## config.mk

```make
export PLATFORM = sky130hd
export DESIGN_NAME = eda_push_queue
export DESIGN_NICKNAME = d
export VERILOG_FILES = /design/src/rtl/eda_pkg.sv /design/src/rtl/eda_sync_fifo.sv /design/src/rtl/eda_push_queue.sv
export VERILOG_INCLUDE_DIRS = /design/src /design/src/rtl
export SDC_FILE = /design/constraint.sdc
export NUM_CORES = 1
export LEC_CHECK = 0
export ABC_CLOCK_PERIOD_IN_PS = 9200
export CAP_MARGIN = 40
export CORE_AREA = 5 5 146 176
export CTS_CLUSTER_DIAMETER = 30
export DETAILED_ROUTE_END_ITERATION = 12
export DIE_AREA = 0 0 151 181
export GPL_ROUTABILITY_DRIVEN = 0
export HOLD_SLACK_MARGIN = 0.05
export PLACE_DENSITY = 0.63
export SYNTH_ARGS = -nofsm -noshare
export SYNTH_HDL_FRONTEND = slang
export SYNTH_SLANG_ARGS = --single-unit
```

## constraint.sdc

```tcl
create_clock -name clk -period 9.2 [get_ports clk]
set_input_delay 1.84 -clock clk [delete_from_list [all_inputs] [get_ports clk]]
set_output_delay 1.84 -clock clk [all_outputs]
set_load 0.05 [all_outputs]
```

## src/rtl/eda_global_define.svh

```systemverilog
// rtl/eda_global_define.svh - global image/window configuration macros
`ifndef EDA_GLOBAL_DEFINE_SVH
`define EDA_GLOBAL_DEFINE_SVH

`define CFG_M            64
`define CFG_N            64
`define CFG_ADDR_WIDTH   12
`define CFG_WINDOW_WIDTH 9

`endif

```

## src/rtl/eda_pkg.sv

```systemverilog
// rtl/eda_pkg.sv - shared serializer state and 3x3 window offset helpers
package eda_pkg;

  typedef enum logic {
    SER_IDLE   = 1'b0,
    SER_SERIAL = 1'b1
  } ser_state_e;

  // Mask bit k skips the centre (window index 4) of the 3x3 window.
  function automatic int unsigned bit_to_win(input int unsigned k);
    return (k < 4) ? k : k + 1;
  endfunction

  function automatic int win_dr(input int unsigned w);
    return int'(w / 3) - 1;
  endfunction

  function automatic int win_dc(input int unsigned w);
    return int'(w % 3) - 1;
  endfunction

endpackage

```

## src/rtl/eda_sync_fifo.sv

```systemverilog
// rtl/eda_sync_fifo.sv - first-word-fall-through synchronous FIFO with flush
module eda_sync_fifo #(
  parameter int WIDTH = 8,
  parameter int DEPTH = 16
) (
  input  logic                       clk,
  input  logic                       reset_n,
  input  logic                       flush,
  input  logic                       wr_en,
  input  logic [WIDTH-1:0]           wr_data,
  input  logic                       rd_en,
  output logic [WIDTH-1:0]           rd_data,
  output logic                       full,
  output logic                       empty,
  output logic [$clog2(DEPTH+1)-1:0] count
);

  localparam int AW = $clog2(DEPTH);
  localparam int CW = $clog2(DEPTH + 1);

  logic [WIDTH-1:0] mem_q [DEPTH];
  logic [AW-1:0]    wr_ptr_q, rd_ptr_q;
  logic [CW-1:0]    count_q;
  logic             do_wr, do_rd;

  assign full    = (count_q == CW'(DEPTH));
  assign empty   = (count_q == '0);
  assign count   = count_q;
  assign rd_data = mem_q[rd_ptr_q];

  // Reads never bypass an empty FIFO; a write into a full FIFO needs a same-cycle read.
  assign do_rd = rd_en && !empty;
  assign do_wr = wr_en && (!full || do_rd);

  always_ff @(posedge clk or negedge reset_n) begin
    if (!reset_n) begin
      wr_ptr_q <= '0;
      rd_ptr_q <= '0;
      count_q  <= '0;
    end else if (flush) begin
      wr_ptr_q <= '0;
      rd_ptr_q <= '0;
      count_q  <= '0;
    end else begin
      if (do_wr) wr_ptr_q <= wr_ptr_q + AW'(1);
      if (do_rd) rd_ptr_q <= rd_ptr_q + AW'(1);
      case ({do_wr, do_rd})
        2'b10:   count_q <= count_q + CW'(1);
        2'b01:   count_q <= count_q - CW'(1);
        default: count_q <= count_q;
      endcase
    end
  end

  always_ff @(posedge clk) begin
    if (do_wr && !flush) mem_q[wr_ptr_q] <= wr_data;
  end

endmodule

```

## src/rtl/eda_push_queue.sv

```systemverilog
// rtl/eda_push_queue.sv - serializes a 3x3 neighbour mask into a queue of pixel addresses
`include "eda_global_define.svh"

module eda_push_queue
  import eda_pkg::*;
#(
  parameter int M            = `CFG_M,
  parameter int N            = `CFG_N,
  parameter int ADDR_WIDTH   = `CFG_ADDR_WIDTH,
  parameter int WINDOW_WIDTH = `CFG_WINDOW_WIDTH,
  parameter int QUEUE_DEPTH  = 16
) (
  input  logic                             clk,
  input  logic                             reset_n,
  input  logic                             flush,
  input  logic                             push_valid,
  output logic                             push_ready,
  input  logic [WINDOW_WIDTH-2:0]          push_positions,
  input  logic [ADDR_WIDTH-1:0]            center_addr,
  output logic                             pop_valid,
  input  logic                             pop_ready,
  output logic [ADDR_WIDTH-1:0]            pop_addr,
  output logic [$clog2(QUEUE_DEPTH+1)-1:0] count,
  output logic                             overflow
);

  localparam int PW = WINDOW_WIDTH - 1;

  if (M * N > (1 << ADDR_WIDTH)) begin : g_addr_too_narrow
    $error("eda_push_queue: ADDR_WIDTH cannot address an M x N image");
  end

  ser_state_e            state_q;
  logic [PW-1:0]         mask_q, mask_d;
  logic [ADDR_WIDTH-1:0] center_q;
  logic                  overflow_q;

  logic                  fifo_full, fifo_empty, fifo_wr, fifo_rd;
  logic [ADDR_WIDTH-1:0] wr_addr;
  logic [PW-1:0]         low_onehot;
  logic                  last_bit, accept, new_mask;
  int                    low_idx;
  int                    offset;

  always_comb begin
    low_idx = 0;
    for (int k = PW - 1; k >= 0; k--) begin
      if (mask_q[k]) low_idx = k;
    end
  end

  // Neighbour offset wraps modulo 2**ADDR_WIDTH; the mask already excludes off-image pixels.
  always_comb begin
    offset  = win_dr(bit_to_win(unsigned'(low_idx))) * N
            + win_dc(bit_to_win(unsigned'(low_idx)));
    wr_addr = center_q + ADDR_WIDTH'(offset);
  end

  assign low_onehot = mask_q & (~mask_q + PW'(1));
  assign mask_d     = mask_q & ~low_onehot;
  assign last_bit   = (mask_d == '0);

  assign fifo_rd    = pop_ready && !fifo_empty && !flush;
  assign fifo_wr    = (state_q == SER_SERIAL) && (!fifo_full || fifo_rd) && !flush;
  assign push_ready = (state_q == SER_IDLE) || (fifo_wr && last_bit);
  assign accept     = push_valid && push_ready;
  assign new_mask   = accept && (push_positions != '0);

  always_ff @(posedge clk or negedge reset_n) begin
    if (!reset_n) begin
      state_q    <= SER_IDLE;
      mask_q     <= '0;
      center_q   <= '0;
      overflow_q <= 1'b0;
    end else if (flush) begin
      state_q    <= SER_IDLE;
      mask_q     <= '0;
      overflow_q <= 1'b0;
    end else begin
      if (fifo_wr && fifo_full && !fifo_rd) overflow_q <= 1'b1;
      case (state_q)
        SER_IDLE: begin
          if (new_mask) begin
            mask_q   <= push_positions;
            center_q <= center_addr;
            state_q  <= SER_SERIAL;
          end
        end
        SER_SERIAL: begin
          if (fifo_wr) begin
            if (!last_bit) begin
              mask_q <= mask_d;
            end else if (new_mask) begin
              mask_q   <= push_positions;
              center_q <= center_addr;
            end else begin
              mask_q  <= '0;
              state_q <= SER_IDLE;
            end
          end
        end
        default: state_q <= SER_IDLE;
      endcase
    end
  end

  eda_sync_fifo #(
    .WIDTH(ADDR_WIDTH),
    .DEPTH(QUEUE_DEPTH)
  ) u_fifo (
    .clk    (clk),
    .reset_n(reset_n),
    .flush  (flush),
    .wr_en  (fifo_wr),
    .wr_data(wr_addr),
    .rd_en  (fifo_rd),
    .rd_data(pop_addr),
    .full   (fifo_full),
    .empty  (fifo_empty),
    .count  (count)
  );

  assign pop_valid = !fifo_empty;
  assign overflow  = overflow_q;

endmodule

```

==> out/qor.yml, run 1 <==
syn-num-nets: 797
drtAntennaViolNets: 0
yosys.cell_types.count: 57
worstPathArrival_ns: 7.18
n_fill_cell: 1948
fin_skew_ns: 0.01593
synth-async-reset-ratio: 0.1542
p_int_mw: 3.329
hp-class: "flip-flop to flip-flop"
syn-cell-area_sq_um: 10570
synth.largest_area_cell: "edfxtp_1"
outcome: "finished, final reports clean"
wl_um: 23380
ys_seq_area_frac: 0.6285
worstSetupEndpointType: "flip-flop"
path_class: "flip-flop to flip-flop"
synthCells: 729
clk_pin_slew_ns: 0.05
p_leak_nw: 4.601
combPwrFrac: 0.363
clk_latency_ns: 0.50
antenna_found_initial: 0
yosysMostFrequentCell: "edfxtp_1"
core_sq_um: 23740
total_power_mw: 5.061
timing.reg2reg.worst_path_depth: 26
area_growth_pct: 19.79
power_density_nw_per_um2: 399.8
drc: 0
drtIter0Drc: 393
vias: 6334
portBuffers: 44
hold_violations: 0
crit_fanout: 16
cts_tree: "done"
synth_ff_type: "edfxtp_1"
place_hpwl_um: 15150
die-area_sq_um: 27330
rsz0062_at_grt: "no"
grt_use_total: 0.1746
ys_ff_latch: 227
relSlewSlack: 0.2924
cts_resized: 0
fp.dieW_um: 151
vdd_drop_max_mv: 0.3412
io_pins: 45
clockPowerShare: 0.255
maxCapViolCount: 0
synth_common_cells: "edfxtp_1, inv_1, o21ai_0"
grt_pass1_wl_um: 36870
cts_setup_buffers: 0
routedWlPerCell_um: 20.40
fin_tns_setup_ns: 0
pwr-share-seq: 0.382
start_util: 0.4451
first_global_vias: 6712
cts_max_level: 2
tightest_slew_ns: 1.058
numCtsBuffers: 37
syn_avg_cell_area_sq_um: 14.49
grt_overflow: 0
p_sw_mw: 1.731
n_antenna_cell: 0
viasPerCell: 5.527
ctsRootBufferMaster: "clkbuf_16"
core.rowCount: 62
cts-hold-fix-buffers: 0
ys_top_cells_by_area: "edfxtp_1, dfrtp_1, mux4_2"
start_kind: "flip-flop"
min_period_ns: 7.037
r2r_slack_ns: 2.16
cp.required_ns: 9.35
synth_edf_count: 192
cts_buffer_depth: 3
clock.fmax_mhz: 142.1
cts_sinks: 227
final_nets: 868
layout-drive-gt1-share: 0.1695
synth_top_area_share: 0.5456
period_share: 0.7649
hold_depth: 1
grt_max_degree: 40
firstDrtPassIters: 5
finalSetupViolations: 0
maxSlewViolCount: 0
ys_warn_count: 0
switching_share: 0.3421
die_height_um: 181
-- final cells by class --
class	count	area (sq um)	share of cell area
clock buffers	42	987.2	0.07800
clock inverters	23	190.2	0.01503
inverters	45	168.9	0.01335
multi-input cells	424	3612	0.2854
flip-flops and latches	227	6645	0.5250
well taps	320	400.4	0.03163
repair buffers	65	653.1	0.05160
-- critical path, stage by stage (launching register included) --
cell      delay, ns
dfrtp_1        0.45
nor2b_1        0.20
o21a_1         0.22
nor2_1         0.09
nor2_1         0.05
nor2_1         0.10
nor2_1         0.05
ha_1           0.35
or3b_2         0.47
o22ai_1        0.21
ha_1           0.28
inv_1          0.09
ha_1           0.28
inv_1          0.04
a311oi_1       0.30
a21o_2         0.18
nand3_1        0.10
nor2_1         0.37
ha_1           0.23
ha_1           0.23
ha_1           0.30
fa_1           0.53
inv_1          0.04
ha_1           0.33
nand2_1        0.07
o21ai_0        0.27
xor2_1         0.86
-- power by group through the flow --
stage	sequential, mW	combinational [mW]	clock, mW
5_1_grt	1.94	2.03	1.36
6_report	1.93	1.84	1.29
4_1_cts	1.94	1.84	1.31
3_5_place_dp	1.95	1.83	0
2_1_floorplan	1.93	1.20	0
3_3_place_gp	1.96	1.60	0
-- worst paths after layout --
kind                                 from            endpoint
worst min register to register   overflow            overflow
max in group asynchronous         reset_n  u_fifo.rd_ptr_q[0]
worst max-delay path            mask_q[7]  u_fifo.mem_q[0][9]
worst max register to register  mask_q[7]  u_fifo.mem_q[0][9]
worst min-delay path             overflow            overflow
min in group asynchronous         reset_n         center_q[2]
-- per-stage QoR --
stage / utilization / area [sq um] / setup slack (ns) / hold WS, ns / std cells
6_report: 0.5332 / 12660 / 2.163 / 0.4991 / 1146
5_1_grt: 0.5332 / 12660 / 1.783 / 0.5261 / 1146
4_1_cts: 0.5332 / 12660 / 2.226 / 0.5062 / 1146
3_5_place_dp: 0.4836 / 11480 / 2.248 / 0.4954 / 1081
3_3_place_gp: 0.4757 / 11290 / 2.273 / 0.4863 / 1064
2_1_floorplan: - / 10570 / 2.819 / 0.4807 / 729
-- flip-flops by register name, summed over array words and instances (netlist names) --
register         flops
u_fifo.rd_ptr_q      4
u_fifo.wr_ptr_q      4
u_fifo.count         5
center_q            12
u_fifo.mem_q       192
overflow             1
mask_q               8
state_q              1
-- layout by cell type (no fill, tap or decap), drive strengths merged, types with 5 or more instances in the layout --
master and count:
a21o 6, fa 7, nor3 8, o21ai 41
dfrtp 35, buf 22, a221oi 12, inv 49
nand2 31, clkinv 16, mux2i 36, clkdlybuf4s50 43
nand3 7, mux4 24, a21oi 33, xor2 9
edfxtp 192, and2 17, a22o 6, ha 36
o21a 5, and3 5, xnor2 14, mux2 27
nor2 33, clkbuf 42, a22oi 12, or4 6
nor2b 7
-- per-layer routing --
metal | wire length [um] | GRT usage | vias up
li1 | - | - | 2913
met1 | 9191 | 0.2150 | 3177
met2 | 12340 | 0.3112 | 190
met3 | 1238 | 0.03033 | 54
met4 | 617 | 0.05298 | 0
met5 | 0 | 0 | -
-- cells by family (layout without fill, tap and decap cells) --
| group | count (synthesis) | after routing | synth area share |
|---|---|---|---|
| AO/OA/AOI/OAI | 133 | 133 | 0.08242 |
| XOR/XNOR | 23 | 23 | 0.01907 |
| adder cells (fa/ha/maj) | 45 | 45 | 0.05779 |
| AND/OR/NAND/NOR | 136 | 136 | 0.06856 |
| multiplexers | 87 | 87 | 0.1140 |
| buffers and inverters | 78 | 175 | 0.02960 |
| flip-flops | 227 | 227 | 0.6285 |
Power figures use the tool's default switching activity.
==> run 2, diff against run 1 <==
--- a/config.mk
+++ b/config.mk
@@ -6,7 +6,7 @@
 export SDC_FILE = /design/constraint.sdc
 export NUM_CORES = 1
 export LEC_CHECK = 0
-export ABC_CLOCK_PERIOD_IN_PS = 9200
+export ABC_CLOCK_PERIOD_IN_PS = 7000
 export CAP_MARGIN = 40
 export CORE_AREA = 5 5 146 176
 export CTS_CLUSTER_DIAMETER = 30
==> constraint.sdc (replaced) <==
create_clock -name clk -period 7 [get_ports clk]
set_input_delay 1.4 -clock clk [delete_from_list [all_inputs] [get_ports clk]]
set_output_delay 1.4 -clock clk [all_outputs]
set_load 0.05 [all_outputs]
==> run 2 against run 1 <==
Against the previous run: via count increased by 0.99%; register-to-register slack got worse by 1.7 ns; global-route usage increased by 0.34 points; clock skew decreased by 0.00079 ns; utilization increased by 0.44 points; critical path depth increased by 3; final cell count increased by 0.79%; sequential share of layout area decreased by 0.42 points; hold slack improved by 0.010 ns; non-clock buffer count increased by 4; count of clock-buffer cells in the layout increased by 3.
==> out/qor.yml, run 2 (synthesis gave the netlist of run 1 again) <==
cpPeakStageDelay_ns: 0.55
cts_tree: "done"
r2r_start: "mask_q[7]"
rsz0062_at_grt: "no"
drtAntennaViolNets: 0
place_hpwl_um: 15310
pre_cts_slack_ns: -0.09939
critPathTopFamily: "adder cells"
clk_pin_slew_ns: 0.05
final_nets: 874
vdd_drop_max_mv: 0.4829
r2r_slack_ns: 0.44
grt_use_total: 0.1780
hold_violations: 0
viasPerCell: 5.539
grt_use_met2: 0.3205
cts_sinks: 227
area_growth_pct: 20.77
die_height_um: 181
crit_path_start: "mask_q[7]"
fin_tns_setup_ns: 0
core_sq_um: 23740
portBuffers: 44
p_leak_nw: 4.644
path_buf_inv: 4
numCtsBuffers: 39
antenna_found_initial: 0
first_global_vias: 6646
grt-busiest-layer: "met2"
maxSlewViolCount: 0
layout-drive-gt1-share: 0.1868
worstSetupEndpointType: "flip-flop"
maxCapViolCount: 0
min_from: "center_q[7]"
hp-class: "flip-flop to flip-flop"
start_kind: "flip-flop"
p_int_mw: 4.492
fin_skew_ns: 0.01514
clockPowerShare: 0.252
crit_fanout: 16
seqCellArea_sq_um: 6646
power_density_nw_per_um2: 538.4
final_cell_mix: "edfxtp_1, inv_1, clkdlybuf4s50_1"
grt_max_degree: 51
met3_usage: 0.02932
die-area_sq_um: 27330
vias: 6397
layout_commonest_cell: "edfxtp_1"
use_met1: 0.2192
drc: 0
core.rowCount: 62
cts_buffer_depth: 3
clock.fmax_mhz: 152.4
fp.dieW_um: 151
largest_register_ff_count: 192
total_power_mw: 6.871
cts_max_level: 2
combPwrFrac: 0.377
period_share: 0.9374
switching_share: 0.3463
regMostFlops: "u_fifo.mem_q"
outcome: "finished, final reports clean"
io_pins: 45
worstPathArrival_ns: 6.80
grt_overflow: 0
cts-hold-fix-buffers: 0
ctsRootBufferMaster: "clkbuf_16"
start_util: 0.4451
relSlewSlack: 0.3799
path_class: "flip-flop to flip-flop"
firstDrtPassIters: 4
clk_latency_ns: 0.51
wl_um: 23730
n_antenna_cell: 0
cp_slowest_cell: "fa_1"
hold_ws_ns: 0.5095
routedWlPerCell_um: 20.54
n_fill_cell: 1948
grt_pass1_wl_um: 37530
p_sw_mw: 2.379
pwr-share-seq: 0.371
tightest_slew_ns: 0.9301
cp.required_ns: 7.24
fin_ws_ns: 0.4382
min_period_ns: 6.562
reg.largest.list: "u_fifo.mem_q x192, center_q x12, mask_q x8"
multi_input_area_sq_um: 3646
crit_top_cell: "ha_1"
finalSetupViolations: 0
drtIter0Drc: 385
## run 2: cell count changes in the layout (fill, tap and decap cells not counted), sizes merged
cell / change
clkbuf: +3
inv: +3
clkinvlp: +4
buf: +4
bufinv: -1
clkinv: -4
## run 2: final timing paths
check                           cells after the start                    to
worst max-delay path                               29  u_fifo.mem_q[15][11]
worst min-delay path                                1           center_q[7]
worst max register to register                     29  u_fifo.mem_q[15][11]
worst min register to register                      1           center_q[7]
max in group asynchronous                           1    u_fifo.rd_ptr_q[0]
min in group asynchronous                           1          center_q[10]
## run 2: cell type report
| type | instances | area share |
|---|---|---|
| sequential | 227 | 0.5208 |
| inverter | 45 | 0.01324 |
| timing repair buffer | 69 | 0.05373 |
| clock inverter | 25 | 0.01530 |
| multi-input combinational | 424 | 0.2857 |
| tap | 320 | 0.03138 |
| clock buffer | 45 | 0.07981 |
## run 2: power groups by stage
stage,logic (mW),registers (mW),clock network [mW]
floorplan,1.58,2.54,0
global placement,2.19,2.58,0
detailed placement,2.41,2.58,0
CTS,2.45,2.55,1.76
global route,2.83,2.56,1.82
finish,2.59,2.55,1.73
## run 2: per-stage QoR
| step | utilization | cell area (sq um) | std cells |
|---|---|---|---|
| floorplan | - | 10570 | 729 |
| global placement | 0.4792 | 11370 | 1075 |
| detailed placement | 0.4841 | 11490 | 1084 |
| CTS | 0.5359 | 12720 | 1154 |
| global route | 0.5376 | 12760 | 1155 |
| finish | 0.5376 | 12760 | 1155 |
## run 2: timing repair
item	CTS	global route
setup buffers	0	1
gates resized for setup	2	5
endpoints found under the hold margin	0	0
endpoints found under the setup margin	32	48
pin swaps	0	1
## run 2: metal layers
metal,share of wire,wire (um),vias up
met5,0,0,-
met4,0.019,446,0
met3,0.051,1212,36
met2,0.54,12700,187
met1,0.39,9367,3238
li1,-,-,2936
==> run 3, diff against run 2 <==
--- a/config.mk
+++ b/config.mk
@@ -8,10 +8,10 @@
 export LEC_CHECK = 0
 export ABC_CLOCK_PERIOD_IN_PS = 7000
 export CAP_MARGIN = 40
-export CORE_AREA = 5 5 146 176
+export CORE_AREA = 2 2 143 173
 export CTS_CLUSTER_DIAMETER = 30
 export DETAILED_ROUTE_END_ITERATION = 12
-export DIE_AREA = 0 0 151 181
+export DIE_AREA = 0 0 145 175
 export GPL_ROUTABILITY_DRIVEN = 0
 export HOLD_SLACK_MARGIN = 0.05
 export PLACE_DENSITY = 0.63
==> constraint.sdc (replaced) <==
create_clock -name clk -period 7 [get_ports clk]
set_input_delay 1.4 -clock clk [delete_from_list [all_inputs] [get_ports clk]]
set_output_delay 1.4 -clock clk [all_outputs]
set_load 0.01 [all_outputs]
==> run 3 against run 2 <==
Against the previous run: cell area is 2.4% higher; utilization rose by 1.5 points; via count rose by 1.9%; routed wire length fell by 0.15%; die area fell by 7.2%; critical path type unchanged; total power increased by 1.2%.
==> out/qor.yml, run 3 (synthesis gave the netlist of run 1 again) <==
fin_skew_ns: 0.02084
grt_max_degree: 46
grt_pass1_wl_um: 37010
pre_cts_slack_ns: 0.04229
fin_ws_ns: 0.4754
clk_pin_slew_ns: 0.05
crit_fanout: 16
fp.dieW_um: 145
reg.largest.list: "u_fifo.mem_q x192, center_q x12, mask_q x8"
cts_tree: "done"
firstDrtPassIters: 7
hold_violations: 0
regMostFlops: "u_fifo.mem_q"
cp_slowest_cell: "fa_1"
cp.required_ns: 7.25
rsz0062_at_grt: "no"
antenna_found_initial: 0
grt_use_total: 0.1891
die-area_sq_um: 25380
die_height_um: 175
core.rowCount: 62
wl_um: 23690
layout-drive-gt1-share: 0.2007
finalSetupViolations: 0
worstSetupEndpointType: "flip-flop"
drtIter0Drc: 408
vdd_drop_max_mv: 0.3860
cpPeakStageDelay_ns: 0.54
p_leak_nw: 4.802
period_share: 0.9321
io_pins: 45
relSlewSlack: 0.3964
clock.fmax_mhz: 153.3
path_class: "flip-flop to flip-flop"
core_sq_um: 23660
tightest_slew_ns: 0.9021
maxSlewViolCount: 0
start_kind: "flip-flop"
grt_overflow: 0
cts_sinks: 227
first_global_vias: 6719
area_growth_pct: 23.69
portBuffers: 44
maxCapViolCount: 0
crit_top_cell: "ha_1"
largest_register_ff_count: 192
cts_buffer_depth: 3
min_period_ns: 6.525
start_util: 0.4466
clk_latency_ns: 0.52
n_fill_cell: 1856
drtAntennaViolNets: 0
outcome: "finished, final reports clean"
drc: 0
power_density_nw_per_um2: 532.1
routedWlPerCell_um: 20.39
n_antenna_cell: 0
final_nets: 880
final_cell_mix: "edfxtp_1, inv_1, clkdlybuf4s50_1"
layout_commonest_cell: "edfxtp_1"
cts-hold-fix-buffers: 0
worstPathArrival_ns: 6.78
critPathTopFamily: "adder cells"
place_hpwl_um: 15500
fin_tns_setup_ns: 0
cts_max_level: 2
vias: 6517
viasPerCell: 5.608
path_buf_inv: 5
ctsRootBufferMaster: "clkbuf_16"
numCtsBuffers: 39
hp-class: "flip-flop to flip-flop"
## run 3: per-layer routing
metal  GRT usage  vias up  routed length, um
met4     0.09117        0                881
met1      0.2307     3272               9445
met2      0.3304      227              12140
met3     0.02898       65               1224
met5           0        -                  0
li1            -     2953                  -
## run 3: layout make-up
cell class                 count  area (sq um)  share of cell area
sequential                   227          6646              0.5085
multi-input combinational    424          3635              0.2781
clock buffer                  42          1030             0.07879
timing repair buffer          75         783.3             0.05993
clock inverter                29         406.6             0.03111
tap                          320         400.4             0.03063
inverter                      45         168.9             0.01292
## run 3: power breakdown
group / total (mW) / internal (mW) / switching [mW]
clock: 2.04 / 1.38 / 0.668
combinational: 2.37 / 0.966 / 1.40
sequential: 2.54 / 2.44 / 0.104
total: 6.95 / 4.78 / 2.17
## run 3: stage by stage
step / instances / hold slack, ns / total power, mW / utilization / instance area, sq um
3_3_place_gp: 1073 / 0.4941 / 4.545 / 0.4801 / 11360
5_1_grt: 1162 / 0.5177 / 7.322 / 0.5524 / 13070
6_report: 1162 / 0.4989 / 6.954 / 0.5524 / 13070
4_1_cts: 1161 / 0.5153 / 6.850 / 0.5509 / 13030
3_5_place_dp: 1090 / 0.5048 / 4.772 / 0.4898 / 11590
2_1_floorplan: 729 / 0.4807 / 3.944 / - / 10570
## run 3: worst paths after layout
kind / slack (ns) / from / depth (start not counted) / endpoint
setup / recovery: 0.48 / mask_q[7] / 30 / u_fifo.mem_q[0][11]
hold / removal: 0.50 / overflow / 1 / overflow
setup reg to reg: 0.48 / mask_q[7] / 30 / u_fifo.mem_q[0][11]
hold reg to reg: 0.50 / overflow / 1 / overflow
max in group asynchronous: 5.45 / reset_n / 1 / u_fifo.rd_ptr_q[0]
min in group asynchronous: 0.97 / reset_n / 1 / center_q[10]
## run 3: what timing repair did
item,CTS,global route
buffers inserted,0,1
setup endpoints to repair,16,32
gates resized for setup,1,3
pin swaps,0,1
## run 3: worst register-to-register path, delay by kind of cell (launching register included)
kind                     cells  cell delay (ns)
XOR/XNOR                     1             0.09
AND/OR/NAND/NOR              8             1.17
flip-flops                   1             0.36
buffers and inverters        5             0.51
adder cells (fa/ha/maj)      8             2.52
AO/OA/AOI/OAI                8             1.61
